--- config.mk ---
export PLATFORM = sky130hd
export DESIGN_NAME = jtopl_pm_flat
export DESIGN_NICKNAME = d
export VERILOG_FILES = /design/src/rtl/jtopl_pm_pkg.sv /design/src/rtl/jtopl_pm_if.sv /design/src/rtl/jtopl_pm_delta.sv /design/src/rtl/jtopl_pm.sv /design/src/flat_wrapper.sv
export SDC_FILE = /design/constraint.sdc
export NUM_CORES = 1
export LEC_CHECK = 0
export ABC_AREA = 1
export BUFFER_PORTS_ARGS = -buffer_cell sky130_fd_sc_hd__buf_2
export CORE_ASPECT_RATIO = 1.4
export CORE_MARGIN = 5
export CORE_UTILIZATION = 40
export DETAILED_ROUTE_END_ITERATION = 10
export PLACE_DENSITY = 0.72
export SYNTH_ARGS = -nofsm -noshare
export SYNTH_HDL_FRONTEND = slang
export SYNTH_SLANG_ARGS = --single-unit
export TNS_END_PERCENT = 5
--- constraint.sdc ---
create_clock -name clk -period 3.1 [get_ports clk]
set_clock_uncertainty 0.15 [all_clocks]
set_input_delay 0.62 -clock clk [delete_from_list [all_inputs] [get_ports clk]]
set_output_delay 0.62 -clock clk [all_outputs]
set_load 0.005 [all_outputs]
--- src/rtl/jtopl_pm_pkg.sv ---
// jtopl_pm_pkg: shared constants for the vibrato phase-modulation block.
//   FMODW / BASEW : widths of the modulated F-number and the shifted base
//   vib_mag_e     : offset magnitude class (zero / half range / full range)
//   vib_shape()   : LFO position -> {sign, magnitude class}
//   MUL_TBL       : frequency multiplier per mult code (code 0 stands for 1/2)
package jtopl_pm_pkg;

    localparam int FMODW = 11;
    localparam int BASEW = 17;

    typedef enum logic [1:0] {
        VIB_ZERO = 2'd0,
        VIB_HALF = 2'd1,
        VIB_FULL = 2'd2
    } vib_mag_e;

    typedef struct packed {
        logic     neg;
        vib_mag_e mag;
    } vib_shape_t;

    // Triangle-like vibrato: 0, +h, +f, +h, 0, -h, -f, -h
    function automatic vib_shape_t vib_shape(input logic [2:0] pos);
        vib_shape_t s;
        s.neg = pos[2];
        case (pos[1:0])
            2'd0:    s.mag = VIB_ZERO;
            2'd2:    s.mag = VIB_FULL;
            default: s.mag = VIB_HALF;
        endcase
        return s;
    endfunction

    // Entry 0 is unused: code 0 means x1/2, applied as a right shift.
    localparam logic [15:0][3:0] MUL_TBL = {
        4'd15, 4'd15, 4'd12, 4'd12, 4'd10, 4'd10, 4'd9, 4'd8,
        4'd7,  4'd6,  4'd5,  4'd4,  4'd3,  4'd2,  4'd1, 4'd0
    };

endpackage

--- src/rtl/jtopl_pm_if.sv ---
// jtopl_pm_if: slot bus between the slot multiplexer and the vibrato block.
//   cenop, vib_cnt, dvb, viben, fnum, block, mult : slot inputs (master drives)
//   pinc, fmod                                    : results (slave drives)
interface jtopl_pm_if
    import jtopl_pm_pkg::*;
#(
    parameter int PW = 20
);
    logic             cenop;
    logic [2:0]       vib_cnt;
    logic             dvb;
    logic             viben;
    logic [9:0]       fnum;
    logic [2:0]       block;
    logic [3:0]       mult;
    logic [PW-1:0]    pinc;
    logic [FMODW-1:0] fmod;

    modport master (
        output cenop, vib_cnt, dvb, viben, fnum, block, mult,
        input  pinc, fmod
    );

    modport slave (
        input  cenop, vib_cnt, dvb, viben, fnum, block, mult,
        output pinc, fmod
    );
endinterface

--- src/rtl/jtopl_pm_delta.sv ---
// jtopl_pm_delta: combinational signed vibrato offset for one slot.
//   fnum_hi : fnum[9:7], sets the offset range
//   vib_cnt : LFO vibrato position 0..7
//   dvb     : 1 = deep, 0 = shallow (range halved)
//   viben   : 0 forces the offset to zero
//   delta   : signed offset, -7..+7
module jtopl_pm_delta
    import jtopl_pm_pkg::*;
(
    input  logic [2:0]        fnum_hi,
    input  logic [2:0]        vib_cnt,
    input  logic              dvb,
    input  logic              viben,
    output logic signed [3:0] delta
);
    vib_shape_t        shape;
    logic [2:0]        range;
    logic [2:0]        mag;
    logic signed [3:0] mag_s;

    always_comb begin
        shape = vib_shape(vib_cnt);
        range = dvb ? fnum_hi : (fnum_hi >> 1);
        case (shape.mag)
            VIB_FULL: mag = range;
            VIB_HALF: mag = range >> 1;
            default:  mag = 3'd0;
        endcase
        mag_s = signed'({1'b0, mag});
        if (!viben) begin
            delta = 4'sd0;
        end else if (shape.neg) begin
            delta = -mag_s;
        end else begin
            delta = mag_s;
        end
    end
endmodule

--- src/rtl/jtopl_pm.sv ---
// jtopl_pm: per-slot vibrato phase modulation, one slot per cenop.
//   clk, rst : clock and synchronous active-high reset
//   bus      : jtopl_pm_if.slave carrying the slot inputs and pinc / fmod
// Stage 1 registers fmod = fnum + vibrato offset; stage 2 registers
// base = (fmod << block) >> 1. With JTOPL_PM_MULT_EN defined, stage 3
// registers pinc = base * MUL(mult); otherwise pinc = base and mult is unused.
// PW must be at least 20 so the x15 product fits.
module jtopl_pm
    import jtopl_pm_pkg::*;
#(
    parameter int PW = 20
)(
    input  logic        clk,
    input  logic        rst,
    jtopl_pm_if.slave   bus
);
    logic signed [3:0]       delta_p0;
    logic signed [FMODW-1:0] fnum_s_p0;
    logic signed [FMODW-1:0] delta_x_p0;
    logic signed [FMODW-1:0] fmod_s_p0;

    logic [FMODW-1:0] fmod_p1;
    logic [2:0]       block_p1;
    logic [BASEW:0]   shl_p1;
    logic [BASEW-1:0] base_p1;

    logic [BASEW-1:0] base_p2;

    jtopl_pm_delta u_delta (
        .fnum_hi (bus.fnum[9:7]),
        .vib_cnt (bus.vib_cnt),
        .dvb     (bus.dvb),
        .viben   (bus.viben),
        .delta   (delta_p0)
    );

    // Offset never exceeds fnum[9:7], so the sum stays non-negative.
    assign fnum_s_p0  = signed'({1'b0, bus.fnum});
    assign delta_x_p0 = {{(FMODW-4){delta_p0[3]}}, delta_p0};
    assign fmod_s_p0  = fnum_s_p0 + delta_x_p0;

    // ---- stage 1: modulated F-number ----
    always_ff @(posedge clk) begin
        if (rst) begin
            fmod_p1  <= '0;
            block_p1 <= '0;
        end else if (bus.cenop) begin
            fmod_p1  <= fmod_s_p0;
            block_p1 <= bus.block;
        end
    end

    assign shl_p1  = {{(BASEW+1-FMODW){1'b0}}, fmod_p1} << block_p1;
    assign base_p1 = shl_p1[BASEW:1];

    // ---- stage 2: octave-shifted base increment ----
    always_ff @(posedge clk) begin
        if (rst) begin
            base_p2 <= '0;
        end else if (bus.cenop) begin
            base_p2 <= base_p1;
        end
    end

    assign bus.fmod = fmod_p1;

`ifdef JTOPL_PM_MULT_EN
    logic [3:0]    mult_p1;
    logic [3:0]    mult_p2;
    logic [PW-1:0] pinc_p3;

    function automatic logic [PW-1:0] mul_apply(input logic [BASEW-1:0] base,
                                                input logic [3:0]       code);
        logic [BASEW+3:0] prod;
        if (code == 4'd0) begin
            prod = {4'd0, base >> 1};
        end else begin
            prod = {4'd0, base} * {{BASEW{1'b0}}, MUL_TBL[code]};
        end
        return PW'(prod);
    endfunction

    // mult rides along with fmod/base so it meets its own slot in stage 3.
    always_ff @(posedge clk) begin
        if (rst) begin
            mult_p1 <= '0;
            mult_p2 <= '0;
        end else if (bus.cenop) begin
            mult_p1 <= bus.mult;
            mult_p2 <= mult_p1;
        end
    end

    // ---- stage 3: frequency multiplier ----
    always_ff @(posedge clk) begin
        if (rst) begin
            pinc_p3 <= '0;
        end else if (bus.cenop) begin
            pinc_p3 <= mul_apply(base_p2, mult_p2);
        end
    end

    assign bus.pinc = pinc_p3;
`else
    logic unused_mult;

    assign unused_mult = ^bus.mult;
    assign bus.pinc    = PW'(base_p2);
`endif

endmodule

--- src/flat_wrapper.sv ---
// flat-port wrapper written by rule: the top's interface ports become plain ports
module jtopl_pm_flat import jtopl_pm_pkg::*;
#(
    parameter int PW = 20
)
  (clk, rst, bus_cenop, bus_vib_cnt, bus_dvb, bus_viben, bus_fnum, bus_block, bus_mult, bus_pinc, bus_fmod);
  jtopl_pm_if #(.PW(PW)) bus_i ();
  input  logic clk;
  input  logic rst;
  input wire logic [$bits(bus_i.cenop)-1:0] bus_cenop;
  input wire logic [$bits(bus_i.vib_cnt)-1:0] bus_vib_cnt;
  input wire logic [$bits(bus_i.dvb)-1:0] bus_dvb;
  input wire logic [$bits(bus_i.viben)-1:0] bus_viben;
  input wire logic [$bits(bus_i.fnum)-1:0] bus_fnum;
  input wire logic [$bits(bus_i.block)-1:0] bus_block;
  input wire logic [$bits(bus_i.mult)-1:0] bus_mult;
  output wire logic [$bits(bus_i.pinc)-1:0] bus_pinc;
  output wire logic [$bits(bus_i.fmod)-1:0] bus_fmod;
  assign bus_i.cenop = bus_cenop;
  assign bus_i.vib_cnt = bus_vib_cnt;
  assign bus_i.dvb = bus_dvb;
  assign bus_i.viben = bus_viben;
  assign bus_i.fnum = bus_fnum;
  assign bus_i.block = bus_block;
  assign bus_i.mult = bus_mult;
  assign bus_pinc = bus_i.pinc;
  assign bus_fmod = bus_i.fmod;
  jtopl_pm #(.PW(PW)) u_core (.clk(clk), .rst(rst), .bus(bus_i));
endmodule
# [After elaboration in Yosys (flattened, before gate mapping)]
# Index checks and enable logic that the tools add are counted.
[totals] ff_bits=31
[op_classes] eq_ne=3 shift=1 n_addsub=2 reduce_logical=1 muxes=5
[ops] operator="$shl 11x3->18" count=1
[ops] operator="$add 11x4->11" count=1
[ops] operator="$mux 4" count=2
[ops] operator="$pmux 3 s2" count=1
[ops] operator="$eq 2x2->1 const B" count=2
[ops] operator="$neg 3->4" count=1
[ops] operator="$pmux 2 s2" count=1
[ops] operator="$mux 3" count=1
[ops] operator="$eq 2x1->1 const B" count=1
[ops] operator="$logic_not 2->1" count=1

# [Longest topological paths before layout]
# Gate-level depths: netlist of run 1.
[depth] ltp_word=8 ltp_mapped=21 depth_no_buf=21

# [Modules after synthesis]
# From an unflattened synthesis of run 1, not the netlist that was laid out.
[hier_totals] cells_unflattened=350 hier_area_um2=2205.9
[by_module_without_submodules] mod="jtopl_pm" n_inst=1 seq_area_each_um2=620.6 cells_per_inst=316 area_each_um2=2059.5
[by_module_without_submodules] mod="jtopl_pm_delta" n_inst=1 seq_area_each_um2=0.0 cells_per_inst=34 area_each_um2=146.4

# [Worst setup path after synthesis of run 1]
# OpenSTA, ideal clock, no wires.
[synth_timing] path_kind="input-to-reg" from="input bus_vib_cnt[1]" to="register u_core.fmod_p1[8], in the netlist u_core.bus.fmod[8]" path_buffers=0 setup_time_ps=109 arrival_time_ps=2423 setup_slack_ps=418 cell_stages=17 path_cell_list="inv_1 -> nor2_1 -> nand3_1 -> nand2_1 -> inv_1 -> ha_1 -> nor2_1 -> a211oi_1 -> fa_1 -> nand3_1 -> nand3_1 -> nand3_1 -> nand2_1 -> a21oi_1 -> o21ai_0 -> nand2_1 -> inv_1"
[synth_between] elab_chain_cells=8
[synth_lines] element="start: declaration" line="flat_wrapper.sv:11" text="input wire logic [$bits(bus_i.vib_cnt)-1:0] bus_vib_cnt;"
[synth_lines] element="$eq 2x2->1 / $logic_not 2->1 (equally long branches)" line="jtopl_pm_pkg.sv:26" text="case (pos[1:0])"
[synth_lines] element="$pmux 2 s2 *" line="jtopl_pm_pkg.sv:26"
[synth_lines] element="$eq 2x1->1 / $eq 2x2->1 (equally long branches)" line="jtopl_pm_delta.sv:24" text="case (shape.mag)"
[synth_lines] element="$pmux 3 s2 *" line="jtopl_pm_delta.sv:24"
[synth_lines] element="$neg 3->4" line="jtopl_pm_delta.sv:33" text="delta = -mag_s;"
[synth_lines] element="$mux 4 *" line="jtopl_pm_delta.sv:32" text="end else if (shape.neg) begin"
[synth_lines] element="$mux 4 *" line="jtopl_pm_delta.sv:30" text="if (!viben) begin"
[synth_lines] element="$add 11x4->11 *" line="jtopl_pm.sv:40" text="assign fmod_s_p0 = fnum_s_p0 + delta_x_p0;"
[synth_lines] element="end signal: assignment" line="jtopl_pm.sv:48" text="fmod_p1 <= fmod_s_p0;"
[synth_lines] element="end: declaration" line="jtopl_pm.sv:22" text="logic [FMODW-1:0] fmod_p1;"
# Mark *: on every way between the ends. The rest lies on a longest branch, timed or not.
# A chain may end at the register's enable or synchronous reset.

# [Worst setup path after layout of run 1]
[layout_timing] from="input bus_dvb" to="register u_core.fmod_p1[7], in the netlist u_core.bus.fmod[7]"
[layout_between] elab_chain_cells=6
[layout_lines] element="start: declaration" line="flat_wrapper.sv:12" text="input wire logic [$bits(bus_i.dvb)-1:0] bus_dvb;"
[layout_lines] element="$mux 3 *" line="jtopl_pm_delta.sv:23" text="range = dvb ? fnum_hi : (fnum_hi >> 1);"
[layout_lines] element="$pmux 3 s2 *" line="jtopl_pm_delta.sv:24"
[layout_lines] element="$neg 3->4" line="jtopl_pm_delta.sv:33"
[layout_lines] element="$mux 4 *" line="jtopl_pm_delta.sv:32"
[layout_lines] element="$mux 4 *" line="jtopl_pm_delta.sv:30"
[layout_lines] element="$add 11x4->11 *" line="jtopl_pm.sv:40"
# Marked as above.

==> results.json, run 1 <==
{
  "run_status": "complete, no violations",
  "ant_nets": 0,
  "min_path_type": "reg2reg",
  "rsz0062_at_grt": "false",
  "post-place-cells": 438,
  "postCtsSetupBuffers": 0,
  "critical_path.max_stage_delay_ns": 0.33,
  "grtUsageTotal_pct": 15.70,
  "dp_hpwl_um": 4148,
  "vias": 2233,
  "rows": 31,
  "layout_min_cycle_time_ns": 2.817,
  "grt_start_max_net_pins": 39,
  "r2r_start": "u_core.block_p1[0]$_SDFFE_PP0P_",
  "worst_slew_pin_slew_ns": 0.6325,
  "synth_top_family_by_area": "simple AND/OR/NAND/NOR gates",
  "placed_area_um2": 2390,
  "wirelength_um": 5273,
  "fp.coreArea_um2": 5197,
  "endpoint_kind": "flip-flop",
  "nets": 416,
  "synth_xor_xnor_area_share_pct": 1.221,
  "yosys-top-cells-area": "dfxtp_1 29%, nand2_1 17%, inv_1 8.2%, ha_1 6.4%, a21oi_1 6.3%",
  "cts_max_path_buffers": 2,
  "cts_hold_buf": 0,
  "initial_core_util_pct": 41.41,
  "root_buffer": "clkbuf_8",
  "grt_antenna_before_repair": 0,
  "ys_types": 32,
  "yosysMostFrequentCell": "nand2_1",
  "cts_resized": 0,
  "fin_ws_ns": 0.2834,
  "ys_warn_count": 0,
  "rrSetupSlack_ns": 1.26,
  "finalMaxSlewViolations": 0,
  "viasPerCell": 5.007,
  "seq_area_frac_synth_pct": 28.84,
  "netlist_area_um2": 2152,
  "hold-worst-slack_ns": 0.3106,
  "grt_pass1_vias": 2123,
  "cp_cell_sequence": "buf_2 -> inv_1 -> nand2_1 -> nand2_1 -> nand2_1 -> nand2_1 -> inv_1 -> ha_1 -> o21a_1 -> nor3_1 -> ha_1 -> a21oi_1 -> nand2_1 -> nand2_1 -> a21oi_1 -> nand3b_1 -> nand2_1 -> inv_1",
  "cpMaxStageDelayCell": "ha_1",
  "worstPathRequired_ns": 3.14,
  "syn_avg_cell_area_um2": 6.386,
  "synthSimpleGateAreaFrac_pct": 30.52,
  "clock_sinks": 31,
  "gp_congestion": 0.8751,
  "grt_pass1_wl_um": 8970,
  "startpoint_type": "input port",
  "regToRegEndpoint": "u_core.base_p2[5]$_SDFFE_PP0P_",
  "cts_inserted_buffers": 5,
  "ys_ff_latch": 31,
  "crit_start": "bus_dvb",
  "fin_crit_sh_pct": 90.86,
  "drive_above_1_share_pct": 16.84,
  "fin_area_um2": 2507,
  "relSlewSlack_pct": 57.78,
  "n_antenna_cell": 0,
  "yosys.area_share.adder_pct": 7.326,
  "clk_pin_slew_ns": 0.07,
  "cts_tree": "yes",
  "cap_violations": 0,
  "crit_type": "in2reg",
  "synth_top_area_cell": "dfxtp_1",
  "port_buffers": 48,
  "syn2layout_area_growth_pct": 16.51,
  "max_freq_ghz": 0.3550,
  "setup_viol": 0,
  "synth_compound_area_share_pct": 15.47,
  "min_to": "u_core.base_p2[13]$_SDFFE_PP0P_",
  "htreeDepth": 2,
  "ff2ff_path_depth": 6,
  "synth_top_cells_by_count": "95 x nand2_1, 47 x inv_1, 31 x dfxtp_1",
  "worst_ir_drop_vdd_uv": 158.0,
  "power_leakage_nw": 1.350,
  "drt_iter0_drc": 200,
  "instances_no_fill": 446,
  "muxShareOfSynthArea_pct": 3.256,
  "chipWidth_um": 71.99,
  "io_pins": 56,
  "ys.flop_type": "dfxtp_1",
  "grt-ovfl-total": 0,
  "hold_viol": 0,
  "wire_per_inst_um": 11.82,
  "powerDensity_nw_per_um2": 448.7,
  "min_from": "u_core.base_p2[13]$_SDFFE_PP0P_",
  "synth_top_cell_area_share_pct": 28.84,
  "synthCells": 337,
  "fp.dieH_um": 96.79,
  "hold_path_depth": 2,
  "clock_latency_ns": 0.28,
  "synth_enable_flop_cells": 0,
  "dp_slack_ns": -0.005629,
  "route.detailed.drc": 0,
  "async_flop_share_pct": 0,
  "critPathMaxFanout": 6,
  "drt_pre_antenna_iters": 4,
  "cp_common_cell": "nand2_1",
  "dieArea_um2": 6968,
  "crit_arrival_ns": 2.85
}
==> worst max-delay path: cells and delay by family <==
family	cells	cell delay (ns)
compound gates	3	0.47
fa+ha+maj	2	0.52
buf+inv	4	0.30
simple gates	9	0.95
==> worst max path at each step <==
stage	end
after floorplan	u_core.bus.fmod[8]$_SDFFE_PP0P_
after global placement	u_core.bus.fmod[7]$_SDFFE_PP0P_
after detailed placement	u_core.bus.fmod[7]$_SDFFE_PP0P_
after CTS	u_core.bus.fmod[7]$_SDFFE_PP0P_
after global routing	u_core.bus.fmod[7]$_SDFFE_PP0P_
final	u_core.bus.fmod[7]$_SDFFE_PP0P_
==> metal layers <==
layer	global-route usage [%]	vias up	share of wire, %	wire length, um
li1	-	1155	-	-
met1	17.24	981	40	2100
met2	28.19	80	50	2648
met3	2.075	17	6.3	331
met4	8.538	0	3.6	192
met5	0	-	0	0
==> registers in the layout, indices dropped and copies added, names as in the netlist <==
| signal | cells |
|---|---|
| u_core.bus.fmod | 11 |
| u_core.block_p1 | 3 |
| u_core.base_p2 | 17 |
==> where the power goes <==
part	total, W	leakage [nW]	switching (W)	internal, W
registers	0.000450	0.255	0.0000244	0.000426
clock network	0.000410	0.0612	0.000150	0.000260
logic	0.000265	1.03	0.000163	0.000102
==> logic make-up after synthesis <==
kind of cell	after synthesis
AO/OA/AOI/OAI	61
XOR/XNOR	3
adder cells (fa/ha/maj)	12
buffers and inverters	65
flip-flops	31
multiplexers	7
other	1
AND/OR/NAND/NOR	157
==> area by class of cell <==
cell class | instances | area, um2
Clock buffer | 6 | 82.58
Clock inverter | 2 | 35.03
Fill cell | 565 | 2690
Inverter | 49 | 183.9
Multi-Input combinational cell | 243 | 1255
Sequential cell | 31 | 620.6
Tap cell | 66 | 82.58
Timing Repair Buffer | 49 | 247.7
==> metrics by stage <==
| step | TNS (ns) | power (W) | utilization, % |
|---|---|---|---|
| floorplan | 0 | 0.0006463 | - |
| global placement | 0 | 0.0007172 | 45.98 |
| finish | 0 | 0.001125 | 48.24 |
| global route | 0 | 0.001195 | 48.24 |
| detailed placement | -0.005629 | 0.0007230 | 45.98 |
| CTS | 0 | 0.001132 | 48.24 |
==> cells in the final DEF (no fill, tap or decap), drive strengths merged <==
master and n:
a22oi 2, a211oi 1, nand2 96, ha 11, clkbuf 6, fa 1, mux2i 7, bufinv 1
conb 3, nand3b 3, clkinv 1, a21o 1, nor2 25, xor2 3, nand4 2, inv 49
o21ai 23, o21bai 2, a32oi 1, a31oi 2, a21oi 28, dfxtp 31, nor3 4, nand3 27
buf 49, o21a 1
(Power assumes the default switching activity.)
==> inputs of run 2 (changes only) <==
--- a/config.mk
+++ b/config.mk
@@ -5,13 +5,12 @@
 export SDC_FILE = /design/constraint.sdc
 export NUM_CORES = 1
 export LEC_CHECK = 0
-export ABC_AREA = 1
 export BUFFER_PORTS_ARGS = -buffer_cell sky130_fd_sc_hd__buf_2
 export CORE_ASPECT_RATIO = 1.4
 export CORE_MARGIN = 5
 export CORE_UTILIZATION = 40
 export DETAILED_ROUTE_END_ITERATION = 10
-export PLACE_DENSITY = 0.72
+export PLACE_DENSITY = 0.73
 export SYNTH_ARGS = -nofsm -noshare
 export SYNTH_HDL_FRONTEND = slang
 export SYNTH_SLANG_ARGS = --single-unit
==> constraint.sdc (replaced) <==
create_clock -name clk -period 2.9 [get_ports clk]
set_clock_uncertainty 0.15 [all_clocks]
set_input_delay 0.58 -clock clk [delete_from_list [all_inputs] [get_ports clk]]
set_output_delay 0.58 -clock clk [all_outputs]
set_load 0.005 [all_outputs]
==> run 2 against run 1 <==
Largest power group unchanged. Cell count down 16%. Die area down 2.9%. The run now ends with setup timing left. Combinational power up 22%. Wire length down 0.80%. Largest cell class unchanged.
==> results.json, run 2 <==
{
  "run_status": "finished, violations left",
  "failed_checks": "setup timing",
  "clk_pin_slew_ns": 0.06,
  "ant_nets": 0,
  "multi_input_area_um2": 1429,
  "layout_min_cycle_time_ns": 3.012,
  "crit_arrival_ns": 3.04,
  "cts_inserted_buffers": 5,
  "ys_types": 51,
  "synth_top_area_cell": "dfxtp_1",
  "syn_avg_cell_area_um2": 8.634,
  "grt_antenna_before_repair": 0,
  "layout_common_cells": "47 x buf_2, 33 x nor2_1, 31 x dfxtp_1",
  "fp.coreArea_um2": 5120,
  "async_flop_share_pct": 0,
  "netlist_area_um2": 2081,
  "grt_pass1_wl_um": 8335,
  "placed_area_um2": 2546,
  "yosysMostFrequentCell": "nor2_1",
  "gp_congestion": 0.8397,
  "ys.flop_type": "dfxtp_1",
  "syn2layout_area_growth_pct": 29.22,
  "wire_per_inst_um": 14.02,
  "crit_type": "in2reg",
  "clock_latency_ns": 0.28,
  "max_freq_ghz": 0.3320,
  "fin_crit_sh_pct": 103.9,
  "cts_max_path_buffers": 2,
  "fin_area_um2": 2689,
  "seq_area_frac_synth_pct": 29.83,
  "fill_cells": 520,
  "startpoint_type": "input port",
  "vias": 1983,
  "initial_core_util_pct": 40.64,
  "ys_ff_latch": 31,
  "viasPerCell": 5.316,
  "port_buffers": 48,
  "postCtsSetupBuffers": 0,
  "nets": 343,
  "cts_tree": "yes",
  "ys_warn_count": 0,
  "worstPathRequired_ns": 2.93,
  "n_antenna_cell": 0,
  "rsz0062_at_grt": "true",
  "finalMaxSlewViolations": 0,
  "drt_pre_antenna_iters": 4,
  "powerDensity_nw_per_um2": 440.0,
  "synth_top_cell_area_share_pct": 29.83,
  "drt_iter0_drc": 78,
  "final_core_util_pct": 52.52,
  "worst_ir_drop_vdd_uv": 162.6,
  "chipWidth_um": 70.96,
  "grt-ovfl-total": 0,
  "critPathMaxFanout": 3,
  "route.detailed.drc": 0,
  "grt_pass1_vias": 1828,
  "yosys-top-cells-area": "dfxtp_1 30%, mux2i_1 9.6%, ha_1 6.6%, nor2_1 6.0%, a211oi_1 4.7%",
  "drive_above_1_share_pct": 34.53,
  "endpoint_kind": "flip-flop",
  "top_register": "u_core.base_p2",
  "worst_slew_pin_slew_ns": 0.7057,
  "io_pins": 56,
  "synth_top_cells_by_count": "33 x nor2_1, 31 x dfxtp_1, 20 x mux2i_1",
  "synth_enable_flop_cells": 0,
  "largest_reg_flops": 17,
  "rrSetupSlack_ns": 1.00,
  "cap_violations": 0,
  "dp_hpwl_um": 3997,
  "rows": 31,
  "root_buffer": "clkbuf_8",
  "setup_viol": 6,
  "grt_start_max_net_pins": 40,
  "wirelength_um": 5231,
  "dp_slack_ns": -0.4709,
  "synthCells": 241,
  "cts_hold_buf": 0,
  "grtUsageTotal_pct": 15.67,
  "fin_ws_ns": -0.1123,
  "tns_ns": -0.3629,
  "power_leakage_nw": 1.209,
  "clock_sinks": 31,
  "dieArea_um2": 6764,
  "hold_viol": 0,
  "relSlewSlack_pct": 52.89,
  "final_common_cell": "buf_2",
  "fp.dieH_um": 95.34,
  "seq_area_um2": 620.6,
  "htreeDepth": 2,
  "min_path_type": "reg2reg"
}
## run 2: cell count changes after synthesis, sizes merged, moves of 8 or more
cell,change
nor2,+8
inv,-45
mux2i,+13
nand2,-80
nand3,-19
a21oi,-12
a211oi,+14
o21ai,-12
## run 2: power breakdown
group          total (W)  switching (W)  internal, W
Clock           0.000368       0.000151     0.000216
Combinational   0.000324       0.000160     0.000164
Sequential      0.000492      0.0000367     0.000455
Total            0.00118       0.000348     0.000835
## run 2: repair_timing
item	4_1_cts	5_1_grt
hold endpoints to repair	0	0
setup endpoints to repair	6	7
pin swaps	4	0
gates resized for setup	2	5
## run 2: layout make-up
cell class	count	area share, %
multi-input cells	190	53.14
repair buffers	74	16.43
flip-flops and latches	31	23.08
inverters	4	0.5584
well taps	66	3.071
clock buffers	8	3.723
## run 2: worst max-delay path: stages
cell,delay [ns]
buf_6,0.10
mux2_4,0.30
a32oi_2,0.21
ha_1,0.27
nand2_1,0.06
o21ai_1,0.06
and2_4,0.15
fa_2,0.38
a211oi_4,0.28
o21bai_4,0.11
a211oi_2,0.24
mux2i_1,0.11
a31o_1,0.19
## run 2: path summary, 6_finish.rpt
check | startpoint | to | depth (start not counted)
worst max register to register | u_core.block_p1[1]$_SDFFE_PP0P_ | u_core.base_p2[10]$_SDFFE_PP0P_ | 5
worst min register to register | u_core.base_p2[5]$_SDFFE_PP0P_ | u_core.base_p2[5]$_SDFFE_PP0P_ | 2
worst min-delay path | u_core.base_p2[5]$_SDFFE_PP0P_ | u_core.base_p2[5]$_SDFFE_PP0P_ | 2
worst max-delay path | bus_dvb | u_core.bus.fmod[8]$_SDFFE_PP0P_ | 13
## run 2: metrics by stage
step	power, W	hold WS, ns	cells
finish	0.001183	0.3095	373
global route	0.001253	0.3320	373
CTS	0.001185	0.3113	373
detailed placement	0.0008139	0.3021	365
global placement	0.0008056	0.2984	365
floorplan	0.0006944	0.3074	243
## run 2: cells by family after synthesis
| kind of cell | share of synthesized area [%] |
|---|---|
| xor+xnor | 0.8420 |
| other cells | 0.1802 |
| flops | 29.83 |
| compound gates | 23.51 |
| fa+ha+maj | 7.577 |
| simple gates | 17.08 |
| mux | 16.12 |
| buf+inv | 4.870 |
## run 2: layer usage
| layer | track usage, % | wire, um |
|---|---|---|
| met3 | 4.008 | 276 |
| met1 | 16.36 | 1968 |
| met5 | 0 | 0 |
| met2 | 28.25 | 2807 |
| met4 | 8.934 | 178 |
==> inputs of run 3 (changes only) <==
--- a/config.mk
+++ b/config.mk
@@ -8,9 +8,9 @@
 export BUFFER_PORTS_ARGS = -buffer_cell sky130_fd_sc_hd__buf_2
 export CORE_ASPECT_RATIO = 1.4
 export CORE_MARGIN = 5
-export CORE_UTILIZATION = 40
+export CORE_UTILIZATION = 45
 export DETAILED_ROUTE_END_ITERATION = 10
-export PLACE_DENSITY = 0.73
+export PLACE_DENSITY = 0.79
 export SYNTH_ARGS = -nofsm -noshare
 export SYNTH_HDL_FRONTEND = slang
 export SYNTH_SLANG_ARGS = --single-unit
==> run 3 against run 2 <==
The run still ends with setup timing left. Via count rose by 3.0%. Sequential share of layout area fell by 0.054 points. Cell count fell by 0.54%. Global-route usage rose by 1.8 points. Largest power group unchanged. Sequential power barely moved. Clock power fell by 21%.
==> results.json, run 3 (synthesis gave the netlist of run 2 again) <==
{
  "run_status": "finished, violations left",
  "failed_checks": "setup timing",
  "tns_ns": -0.1095,
  "root_buffer": "clkbuf_8",
  "fin_ws_ns": -0.04127,
  "nets": 347,
  "worst_ir_drop_vdd_uv": 170.9,
  "dp_hpwl_um": 3949,
  "rsz0062_at_grt": "true",
  "ff2ff_path_depth": 4,
  "hold_viol": 0,
  "cts_inserted_buffers": 5,
  "gp_congestion": 0.9371,
  "grt_pass1_wl_um": 8535,
  "powerDensity_nw_per_um2": 412.1,
  "dp_slack_ns": -0.4819,
  "worstPathRequired_ns": 2.92,
  "grt_antenna_before_repair": 0,
  "top_register": "u_core.base_p2",
  "clock_latency_ns": 0.27,
  "largest_reg_flops": 17,
  "drive_above_1_share_pct": 35.60,
  "layout_min_cycle_time_ns": 2.941,
  "drt_iter0_drc": 158,
  "chipWidth_um": 67.47,
  "startpoint_type": "input port",
  "min_from": "u_core.base_p2[5]$_SDFFE_PP0P_",
  "clk_pin_slew_ns": 0.05,
  "cts_tree": "yes",
  "vias": 2042,
  "critPathMaxFanout": 3,
  "dieArea_um2": 6103,
  "viasPerCell": 5.504,
  "power_leakage_nw": 1.218,
  "hold_path_depth": 2,
  "rows": 29,
  "cts_max_path_buffers": 2,
  "grt-ovfl-total": 0,
  "ant_nets": 0,
  "final_common_cell": "buf_2",
  "r2r_start": "u_core.block_p1[0]$_SDFFE_PP0P_",
  "wirelength_um": 5011,
  "regToRegEndpoint": "u_core.base_p2[5]$_SDFFE_PP0P_",
  "port_buffers": 48,
  "finalPower_w": 0.001111,
  "min_path_type": "reg2reg",
  "fin_crit_sh_pct": 101.4,
  "route.detailed.drc": 0,
  "crit_type": "in2reg",
  "initial_core_util_pct": 46.25,
  "worst_slew_pin_slew_ns": 0.7108,
  "setup_viol": 3,
  "fp.coreArea_um2": 4499,
  "finalMaxSlewViolations": 0,
  "htreeDepth": 2,
  "max_freq_ghz": 0.3400,
  "min_to": "u_core.base_p2[5]$_SDFFE_PP0P_",
  "layout_common_cells": "47 x buf_2, 33 x nor2_1, 31 x dfxtp_1",
  "wire_per_inst_um": 13.51,
  "fp.dieH_um": 90.46,
  "relSlewSlack_pct": 52.55,
  "drt_pre_antenna_iters": 4,
  "cap_violations": 0,
  "grt_pass1_vias": 1982,
  "io_pins": 56,
  "rrSetupSlack_ns": 0.99,
  "clock_sinks": 31,
  "syn2layout_area_growth_pct": 29.52,
  "crit_arrival_ns": 2.96,
  "endpoint_kind": "flip-flop",
  "n_antenna_cell": 0,
  "grt_start_max_net_pins": 40,
  "grtUsageTotal_pct": 17.47
}
-- run 3: worst max-delay path by stage --
| stage | from | to | slack (ns) |
|---|---|---|---|
| floorplan | bus_dvb | u_core.bus.fmod[9]$_SDFFE_PP0P_ | -0.14 |
| global placement | bus_dvb | u_core.bus.fmod[6]$_SDFFE_PP0P_ | -0.40 |
| detailed placement | bus_dvb | u_core.bus.fmod[7]$_SDFFE_PP0P_ | -0.48 |
| CTS | bus_dvb | u_core.bus.fmod[10]$_SDFFE_PP0P_ | -0.06 |
| global route | bus_dvb | u_core.bus.fmod[8]$_SDFFE_PP0P_ | -0.17 |
| finish | bus_dvb | u_core.bus.fmod[8]$_SDFFE_PP0P_ | -0.04 |
-- run 3: final cells by class --
class / instances / area [um2]
Multi-Input combinational cell: 190 / 1438
Sequential cell: 31 / 620.6
Clock buffer: 6 / 72.57
Inverter: 4 / 15.01
Tap cell: 62 / 77.57
Fill cell: 431 / 1804
Timing Repair Buffer: 78 / 471.7
-- run 3: layer usage --
| layer | part of all wire, % | global-route usage (%) | vias to the layer above |
|---|---|---|---|
| li1 | - | - | 1027 |
| met1 | 38 | 18.38 | 946 |
| met2 | 52 | 30.95 | 54 |
| met3 | 5.4 | 3.113 | 15 |
| met4 | 4.1 | 9.983 | 0 |
| met5 | 0 | 0 | - |
-- run 3: worst max-delay path, stage by stage --
cell	delay [ns]
buf_6	0.10
mux2_4	0.30
a22oi_2	0.19
ha_1	0.26
nand2_1	0.06
o21ai_1	0.05
and2_4	0.15
fa_2	0.37
a211oi_2	0.23
o21bai_2	0.12
a211oi_2	0.24
mux2i_1	0.11
a31o_1	0.18
-- run 3: metrics by stage --
stage	instance area [um2]	util, %	instances	hold WS (ns)
floorplan	2115	-	243	0.3074
global placement	2564	56.98	364	0.2957
detailed placement	2564	56.98	364	0.3068
CTS	2675	59.45	371	0.3153
global route	2695	59.90	371	0.3396
finish	2695	59.90	371	0.3142
-- run 3: power breakdown --
group | leakage [nW] | internal, W | switching, W | total, W
Clock | 0.0371 | 0.000159 | 0.000132 | 0.000291
Sequential | 0.255 | 0.000455 | 0.0000362 | 0.000491
Combinational | 0.926 | 0.000169 | 0.000159 | 0.000328
-- run 3: timing repair --
| action | CTS | global route |
|---|---|---|
| gates resized for setup | 4 | 3 |
| endpoints found under the setup margin | 6 | 7 |
| pin swaps | 8 | 4 |
| setup buffers | 1 | 0 |
| hold buffers | 0 | 0 |
